===== src/rtl/rp_spi_pkg.sv =====
// Shared definitions for the SPI simulator config bus: register offsets,
// sequencer sizing defaults and sequencer state encoding.
package rp_spi_pkg;

  localparam int SEQ_DEPTH   = 8;
  localparam int SEQ_IDXW    = 3;
  localparam int SEQ_DWELL_W = 16;

  localparam logic [19:0] SIM_FLAG   = 20'h00034;
  localparam logic [19:0] SIM_BITS   = 20'h00038;
  localparam logic [19:0] MOSI0      = 20'h0003C;
  localparam logic [19:0] MOSI1      = 20'h00040;
  localparam logic [19:0] MOSI2      = 20'h00044;
  localparam logic [19:0] MOSI3      = 20'h00048;
  localparam logic [19:0] MOSI4      = 20'h0004C;
  localparam logic [19:0] SIM_PERIOD = 20'h0005C;
  localparam logic [19:0] SEQ_CTRL   = 20'h00060;
  localparam logic [19:0] SEQ_LEN    = 20'h00064;
  localparam logic [19:0] SEQ_WPTR   = 20'h00068;
  localparam logic [19:0] SEQ_EADDR  = 20'h0006C;
  localparam logic [19:0] SEQ_EDATA  = 20'h00070;
  localparam logic [19:0] SEQ_EDWELL = 20'h00074;

  typedef enum logic [2:0] {
    ST_IDLE  = 3'd0,
    ST_LOAD  = 3'd1,
    ST_ISSUE = 3'd2,
    ST_DWELL = 3'd3,
    ST_DONE  = 3'd4
  } seq_state_t;

endpackage


===== src/rtl/rp_spi_seq_table.sv =====
// Scenario table: DEPTH entries, one write port, one registered read port.
// Contents are deliberately left unreset; only programmed entries are replayed.
module rp_spi_seq_table #(
  parameter int DEPTH = 8,
  parameter int IDXW  = 3,
  parameter int W     = 80
) (
  input  logic            clk,
  input  logic            wr_en,
  input  logic [IDXW-1:0] wr_idx,
  input  logic [W-1:0]    wr_data,
  input  logic            rd_en,
  input  logic [IDXW-1:0] rd_idx,
  output logic [W-1:0]    rd_data
);

  logic [W-1:0] mem_q [DEPTH];
  logic [W-1:0] rd_data_q;

  always_ff @(posedge clk) begin
    if (wr_en) mem_q[wr_idx] <= wr_data;
    if (rd_en) rd_data_q <= mem_q[rd_idx];
  end

  assign rd_data = rd_data_q;

endmodule


===== src/rtl/rp_spi_sim_seq.sv =====
// Replays a CPU-programmed table of (addr, data, dwell) writes into the SPI
// simulator config port; CPU writes always pass through first.
module rp_spi_sim_seq
  import rp_spi_pkg::*;
#(
  parameter int DEPTH   = SEQ_DEPTH,
  parameter int IDXW    = SEQ_IDXW,
  parameter int DWELL_W = SEQ_DWELL_W
) (
  input  logic            clk,
  input  logic            rstn,
  input  logic [31:0]     sys_addr,
  input  logic [31:0]     sys_wdata,
  input  logic            sys_wen,
  input  logic            sim_cs,
  output logic [31:0]     sim_addr,
  output logic [31:0]     sim_wdata,
  output logic            sim_wen,
  output logic            seq_busy,
  output logic            seq_done,
  output logic [IDXW-1:0] seq_idx
);

  localparam int EW = 64 + DWELL_W;

  seq_state_t        state_q, state_d;
  logic [1:0]        ctrl_q, ctrl_d;
  logic [IDXW:0]     len_q, len_d;
  logic [IDXW-1:0]   wptr_q, wptr_d;
  logic [31:0]       eaddr_q, eaddr_d;
  logic [31:0]       edata_q, edata_d;
  logic [IDXW-1:0]   idx_q, idx_d;
  logic [DWELL_W-1:0] cnt_q, cnt_d;
  logic              cs_d_q, cs_d_d;
  logic [31:0]       sim_addr_q, sim_addr_d;
  logic [31:0]       sim_wdata_q, sim_wdata_d;
  logic              sim_wen_q, sim_wen_d;
  logic [IDXW-1:0]   seq_idx_q, seq_idx_d;

  logic              tbl_wr, tbl_rd;
  logic [EW-1:0]     tbl_rdata;
  logic [19:0]       reg_off;
  logic              msg_end, disable_now;
  logic [IDXW:0]     idx_nxt;
  logic [DWELL_W-1:0] cnt_dec;

  rp_spi_seq_table #(.DEPTH(DEPTH), .IDXW(IDXW), .W(EW)) u_table (
    .clk     (clk),
    .wr_en   (tbl_wr),
    .wr_idx  (wptr_q),
    .wr_data ({eaddr_q, edata_q, sys_wdata[DWELL_W-1:0]}),
    .rd_en   (tbl_rd),
    .rd_idx  (idx_q),
    .rd_data (tbl_rdata)
  );

  assign reg_off     = sys_addr[19:0];
  assign msg_end     = sim_cs & ~cs_d_q;
  // A ctrl write clearing enable takes effect immediately, not a cycle late.
  assign disable_now = ~ctrl_q[0] | (sys_wen & (reg_off == SEQ_CTRL) & ~sys_wdata[0]);
  assign idx_nxt     = {1'b0, idx_q} + {{IDXW{1'b0}}, 1'b1};
  assign cnt_dec     = (msg_end && cnt_q != '0) ? cnt_q - 1'b1 : cnt_q;

  always_comb begin
    state_d     = state_q;
    ctrl_d      = ctrl_q;
    len_d       = len_q;
    wptr_d      = wptr_q;
    eaddr_d     = eaddr_q;
    edata_d     = edata_q;
    idx_d       = idx_q;
    cnt_d       = cnt_q;
    cs_d_d      = sim_cs;
    sim_addr_d  = sim_addr_q;
    sim_wdata_d = sim_wdata_q;
    sim_wen_d   = 1'b0;
    seq_idx_d   = seq_idx_q;
    tbl_wr      = 1'b0;
    tbl_rd      = 1'b0;

    if (sys_wen) begin
      sim_addr_d  = sys_addr;
      sim_wdata_d = sys_wdata;
      sim_wen_d   = 1'b1;
      case (reg_off)
        SEQ_CTRL:   ctrl_d = sys_wdata[1:0];
        SEQ_LEN:    len_d = (sys_wdata > 32'(DEPTH)) ? (IDXW+1)'(DEPTH) : sys_wdata[IDXW:0];
        SEQ_WPTR:   wptr_d = sys_wdata[IDXW-1:0];
        SEQ_EADDR:  eaddr_d = sys_wdata;
        SEQ_EDATA:  edata_d = sys_wdata;
        SEQ_EDWELL: begin
          tbl_wr = 1'b1;
          wptr_d = (wptr_q == IDXW'(DEPTH-1)) ? '0 : wptr_q + 1'b1;
        end
        default: ;
      endcase
    end

    case (state_q)
      ST_IDLE: begin
        if (ctrl_q[0] && len_q != '0) begin
          idx_d   = '0;
          state_d = ST_LOAD;
        end
      end
      ST_LOAD: begin
        tbl_rd  = 1'b1;
        state_d = ST_ISSUE;
      end
      ST_ISSUE: begin
        // Only free cycles are used; a blocked issue simply retries.
        if (!sys_wen && !disable_now) begin
          sim_addr_d  = tbl_rdata[EW-1 -: 32];
          sim_wdata_d = tbl_rdata[DWELL_W +: 32];
          sim_wen_d   = 1'b1;
          seq_idx_d   = idx_q;
          cnt_d       = tbl_rdata[DWELL_W-1:0];
          state_d     = ST_DWELL;
        end
      end
      ST_DWELL: begin
        cnt_d = cnt_dec;
        if (cnt_dec == '0) begin
          if (idx_nxt < len_q) begin
            idx_d   = idx_nxt[IDXW-1:0];
            state_d = ST_LOAD;
          end else if (ctrl_q[1]) begin
            idx_d   = '0;
            state_d = ST_LOAD;
          end else begin
            state_d = ST_DONE;
          end
        end
      end
      ST_DONE: ;
      default: state_d = ST_IDLE;
    endcase

    if (disable_now) state_d = ST_IDLE;
  end

  always_ff @(posedge clk) begin
    if (!rstn) begin
      state_q     <= ST_IDLE;
      ctrl_q      <= '0;
      len_q       <= '0;
      wptr_q      <= '0;
      eaddr_q     <= '0;
      edata_q     <= '0;
      idx_q       <= '0;
      cnt_q       <= '0;
      cs_d_q      <= 1'b1;
      sim_addr_q  <= '0;
      sim_wdata_q <= '0;
      sim_wen_q   <= 1'b0;
      seq_idx_q   <= '0;
    end else begin
      state_q     <= state_d;
      ctrl_q      <= ctrl_d;
      len_q       <= len_d;
      wptr_q      <= wptr_d;
      eaddr_q     <= eaddr_d;
      edata_q     <= edata_d;
      idx_q       <= idx_d;
      cnt_q       <= cnt_d;
      cs_d_q      <= cs_d_d;
      sim_addr_q  <= sim_addr_d;
      sim_wdata_q <= sim_wdata_d;
      sim_wen_q   <= sim_wen_d;
      seq_idx_q   <= seq_idx_d;
    end
  end

  assign sim_addr  = sim_addr_q;
  assign sim_wdata = sim_wdata_q;
  assign sim_wen   = sim_wen_q;
  assign seq_idx   = seq_idx_q;
  assign seq_done  = (state_q == ST_DONE);
  assign seq_busy  = (state_q == ST_LOAD) || (state_q == ST_ISSUE) || (state_q == ST_DWELL);

endmodule

===== config.mk =====
export PLATFORM = sky130hd
export DESIGN_NAME = rp_spi_sim_seq
export DESIGN_NICKNAME = d
export VERILOG_FILES = /design/src/rtl/rp_spi_pkg.sv /design/src/rtl/rp_spi_seq_table.sv /design/src/rtl/rp_spi_sim_seq.sv
export SDC_FILE = /design/constraint.sdc
export NUM_CORES = 1
export LEC_CHECK = 0
export CORE_MARGIN = 2
export CORE_UTILIZATION = 54
export DETAILED_ROUTE_END_ITERATION = 7
export PLACE_DENSITY = 0.75
export RECOVER_POWER = 100
export SLEW_MARGIN = 30
export SYNTH_ARGS = -nofsm -noshare
export SYNTH_HDL_FRONTEND = slang
export SYNTH_SLANG_ARGS = --single-unit

===== constraint.sdc =====
create_clock -name clk -period 10.1 [get_ports clk]
set_clock_uncertainty 0.05 [all_clocks]
set_input_delay 3.03 -clock clk [delete_from_list [all_inputs] [get_ports clk]]
set_output_delay 3.03 -clock clk [all_outputs]
set_load 0.1 [all_outputs]

==> impl_metrics.toml <==
[logic_synthesis]
yosysTopAreaCell = "edfxtp_1"
synth_area_leaders = "edfxtp_1 64%, mux4_2 11%, dfxtp_1 9.7%, mux2_2 2.7%, a21oi_1 2.1%"
syn_nets = 2023
avgSynthCellArea_sq_um = 17.32
yosys_warnings = 0
yosysUniqueCellTypes = 58
async_flop_share_pct = 0
synth-edff-count = 720
seq_area_frac_synth_pct = 73.87
synth_ff_type = "edfxtp_1"
synth_cells = 1947
syn-cell-area_sq_mm = 0.03371
ys_ff_latch = 884
yosys.area.top_type_share_pct = 64.13

[cts]
clock_latency_ns = 0.63
htreeDepth = 3
postCtsHoldBufs = 0
cts_tree = "yes"
numCtsBuffers = 86
cts_sinks = 884
cts_buffer_depth = 3
cts_root_buffer = "clkbuf_16"
post_cts_buffers = 0
cts.clk_slew.worst_paths_ns = 0.06
cts-resized-gates = 0

[global_route]
grt_pass1_wl_mm = 114.1
grt_max_degree = 78
grt_overflow = 0
antenna_found_initial = 6
grt_pass1_vias = 18450
globalRouteTotalUtil_pct = 23.99

[cells_and_area]
n_fill_cell = 4238
layout.nets = 2183
fin_util_pct = 63.28
fin_area_sq_mm = 0.03905
final_layout_size_suffix_gt1_share_pct = 18.34
area_delta_synth_final_pct = 15.83

[worst_setup_path]
critPathTopFamily = "buffers and inverters"
path_max_fanout = 65
crit_slowest_cell = "clkbuf_1"
worstPathCellList = "clkbuf_1 > nand4_1 > nor2_4 > clkbuf_1"
end_kind = "register"
crit_buf_inv = 2
cp_common_cell = "clkbuf_1"
worst_ep_required_time_ns = 10.28
worstSetupStartpointType = "primary input"
cp.arrival_ns = 8.16
cpPeakStageDelay_ns = 2.25
crit_type = "primary input to register"

[sta]
holdWs_ns = 0.4042
finalMaxSlewViolations = 376
finalSetupViolCount = 0
rsz0062_at_grt = "false"
tightestPinTransition_ns = 4.443
hold_viol = 0
finalSetupTns_ns = 0
period_share_pct = 79.01
layout_min_cycle_time_ns = 7.980
relSlewSlack_pct = -196.2
fmax_mhz = 125.3

[die]
fp.dieW_um = 253.9
dieHeight_um = 253.9
die_area_sq_mm = 0.06445
std_cell_rows = 91
core_sq_mm = 0.06171
pin_count = 138
initial_core_util_pct = 54.63

[routing]
viasPerCell = 6.070
post-route-drc-count = 0
wl_per_cell_um = 25.20
wl_mm = 76.09
drt_iter0_drc = 2059
drtAntennaViolNets = 0
vias = 18320
drtPass1Iterations = 6

[placed_design]
gp_congestion = 0.8170
hpwl_mm = 42.54
portBuffers = 137
dpl_cell_area_sq_mm = 0.03612

[power_and_ir_drop]
power_density_mw_per_mm2 = 191.0
power_mw = 7.457
p_leak_nw = 10.53
ir_worst_vdd_v = 0.0001391

[outcome]
failed_checks = "capacitance limit, slew limit"
status = "complete, but fails checks"

[min_path]
min_path_type = "register to register"

[job]
maxCapViolCount = 9
[placed cells by master, fill, tap and decap left out, types with 8 or more instances in the layout]
cell type	netlist	final
dfxtp_1	164	163
clkbuf_16	0	90
o21ai_0	20	21
dlygate4sd3_1	0	86
nand2_1	159	159
nor2_1	170	165
inv_1	8	8
mux4_2	160	160
nor4_1	15	15
nor3_1	19	18
clkinv_2	0	18
mux2_1	0	37
mux2i_1	65	65
clkbuf_1	75	35
a21oi_1	143	143
buf_4	0	22
nand2b_1	8	8
clkdlybuf4s50_1	0	49
edfxtp_1	720	720
ha_1	8	8
bufinv_16	0	11
mux2_2	82	45
[layout make-up]
| class | instances | area [sq um] | share of cell area, % |
|---|---|---|---|
| diodes | 1 | 2.502 | 0.006408 |
| clock buffers | 115 | 2406 | 6.161 |
| clock inverters | 47 | 546.8 | 1.400 |
| inverters | 9 | 38.79 | 0.09933 |
| multi-input cells | 947 | 8422 | 21.57 |
| flip-flops and latches | 884 | 24910 | 63.78 |
| well taps | 837 | 1047 | 2.682 |
| repair buffers | 179 | 1679 | 4.300 |
[per-layer routing]
metal | share of wire [%] | vias up | routed length, um | global-route usage, %
li1 | - | 7914 | - | -
met1 | 42 | 9464 | 31700 | 35.09
met2 | 48 | 827 | 36300 | 37.92
met3 | 8.2 | 117 | 6241 | 3.298
met4 | 2.4 | 2 | 1843 | 7.496
met5 | 0.0092 | - | 7 | 0
[where the power goes]
part	switching (mW)	internal [mW]	leakage (nW)	total, mW
logic	0.183	0.0570	2.59	0.240
registers	0.00990	3.91	6.51	3.92
clock network	1.34	1.97	1.44	3.30
[worst reg2reg max path, stage by stage, from the launching register on]
cell	delay (ns)
dfxtp_1	1.17
clkbuf_1	1.73
buf_6	0.72
clkbuf_1	1.94
mux4_2	0.72
mux2_1	0.40
[cell families (layout without fill, tap and decap cells)]
logic type               count (synthesis)  in the layout  synth area share, %
AO/OA/AOI/OAI                          205            205                3.478
XOR/XNOR                                 2              2              0.05197
adder cells (fa/ha/maj)                  8              8               0.2969
buffers and inverters                  116            350                1.343
flip-flops                             884            884                73.87
multiplexers                           307            307                15.36
other                                    0              1                    0
AND/OR/NAND/NOR                        425            425                5.604
[synthesized netlist by cell type, types with 2 or more instances]
library cell  number
or2_2              5
ha_1               8
nor3_2             4
inv_1              8
and3_1             2
or3_4              2
nor2b_1            7
xor2_1             2
nor2_1           170
o22ai_1            3
clkbuf_1          75
nand4_1            7
nand2b_1           8
a311oi_1           6
a22oi_1            3
nand3_2            2
mux2i_1           65
a21oi_1          143
nor4_1            15
o21ai_1            3
or3_1              4
nand2_1          159
nand4_2            2
o21bai_1           2
o21ai_0           20
o211ai_1           4
a221oi_1           2
mux2_2            82
nand3_1            6
nor3_1            19
nand4b_1           3
a211o_1            2
dfxtp_1          164
a211oi_1           7
and2_1             2
edfxtp_1         720
mux4_2           160
nor4bb_1           2
buf_2              8
buf_1             23
[through the flow]
| stage | setup slack [ns] | std cells |
|---|---|---|
| 2_1_floorplan | 0.09121 | 1947 |
| 6_report | 2.120 | 3019 |
| 5_1_grt | 1.690 | 3019 |
| 3_3_place_gp | 2.915 | 2852 |
| 3_5_place_dp | 2.932 | 2853 |
| 4_1_cts | 3.527 | 3015 |
[final timing paths]
kind	slack, ns	startpoint	to	depth (start not counted)
min reg2reg	0.40	seq_idx[0]	seq_idx[0]	2
min	0.40	seq_idx[0]	seq_idx[0]	2
max reg2reg	3.08	idx_q[0]	u_table.rd_data[65]	5
max	2.12	sys_wen	u_table.mem_q[7][67]	4
[state kept, by name, summed over array words and instances, names as in the netlist, 2 cells and up]
| signal | count |
|---|---|
| sim_wdata | 32 |
| idx_q | 3 |
| cnt_q | 16 |
| u_table.mem_q | 640 |
| edata_q | 32 |
| sim_addr | 32 |
| wptr_q | 3 |
| u_table.rd_data | 80 |
| state_q | 3 |
| ctrl_q | 2 |
| len_q | 4 |
| eaddr_q | 32 |
| seq_idx | 3 |
No activity file was read; power rests on OpenSTA's default activity.
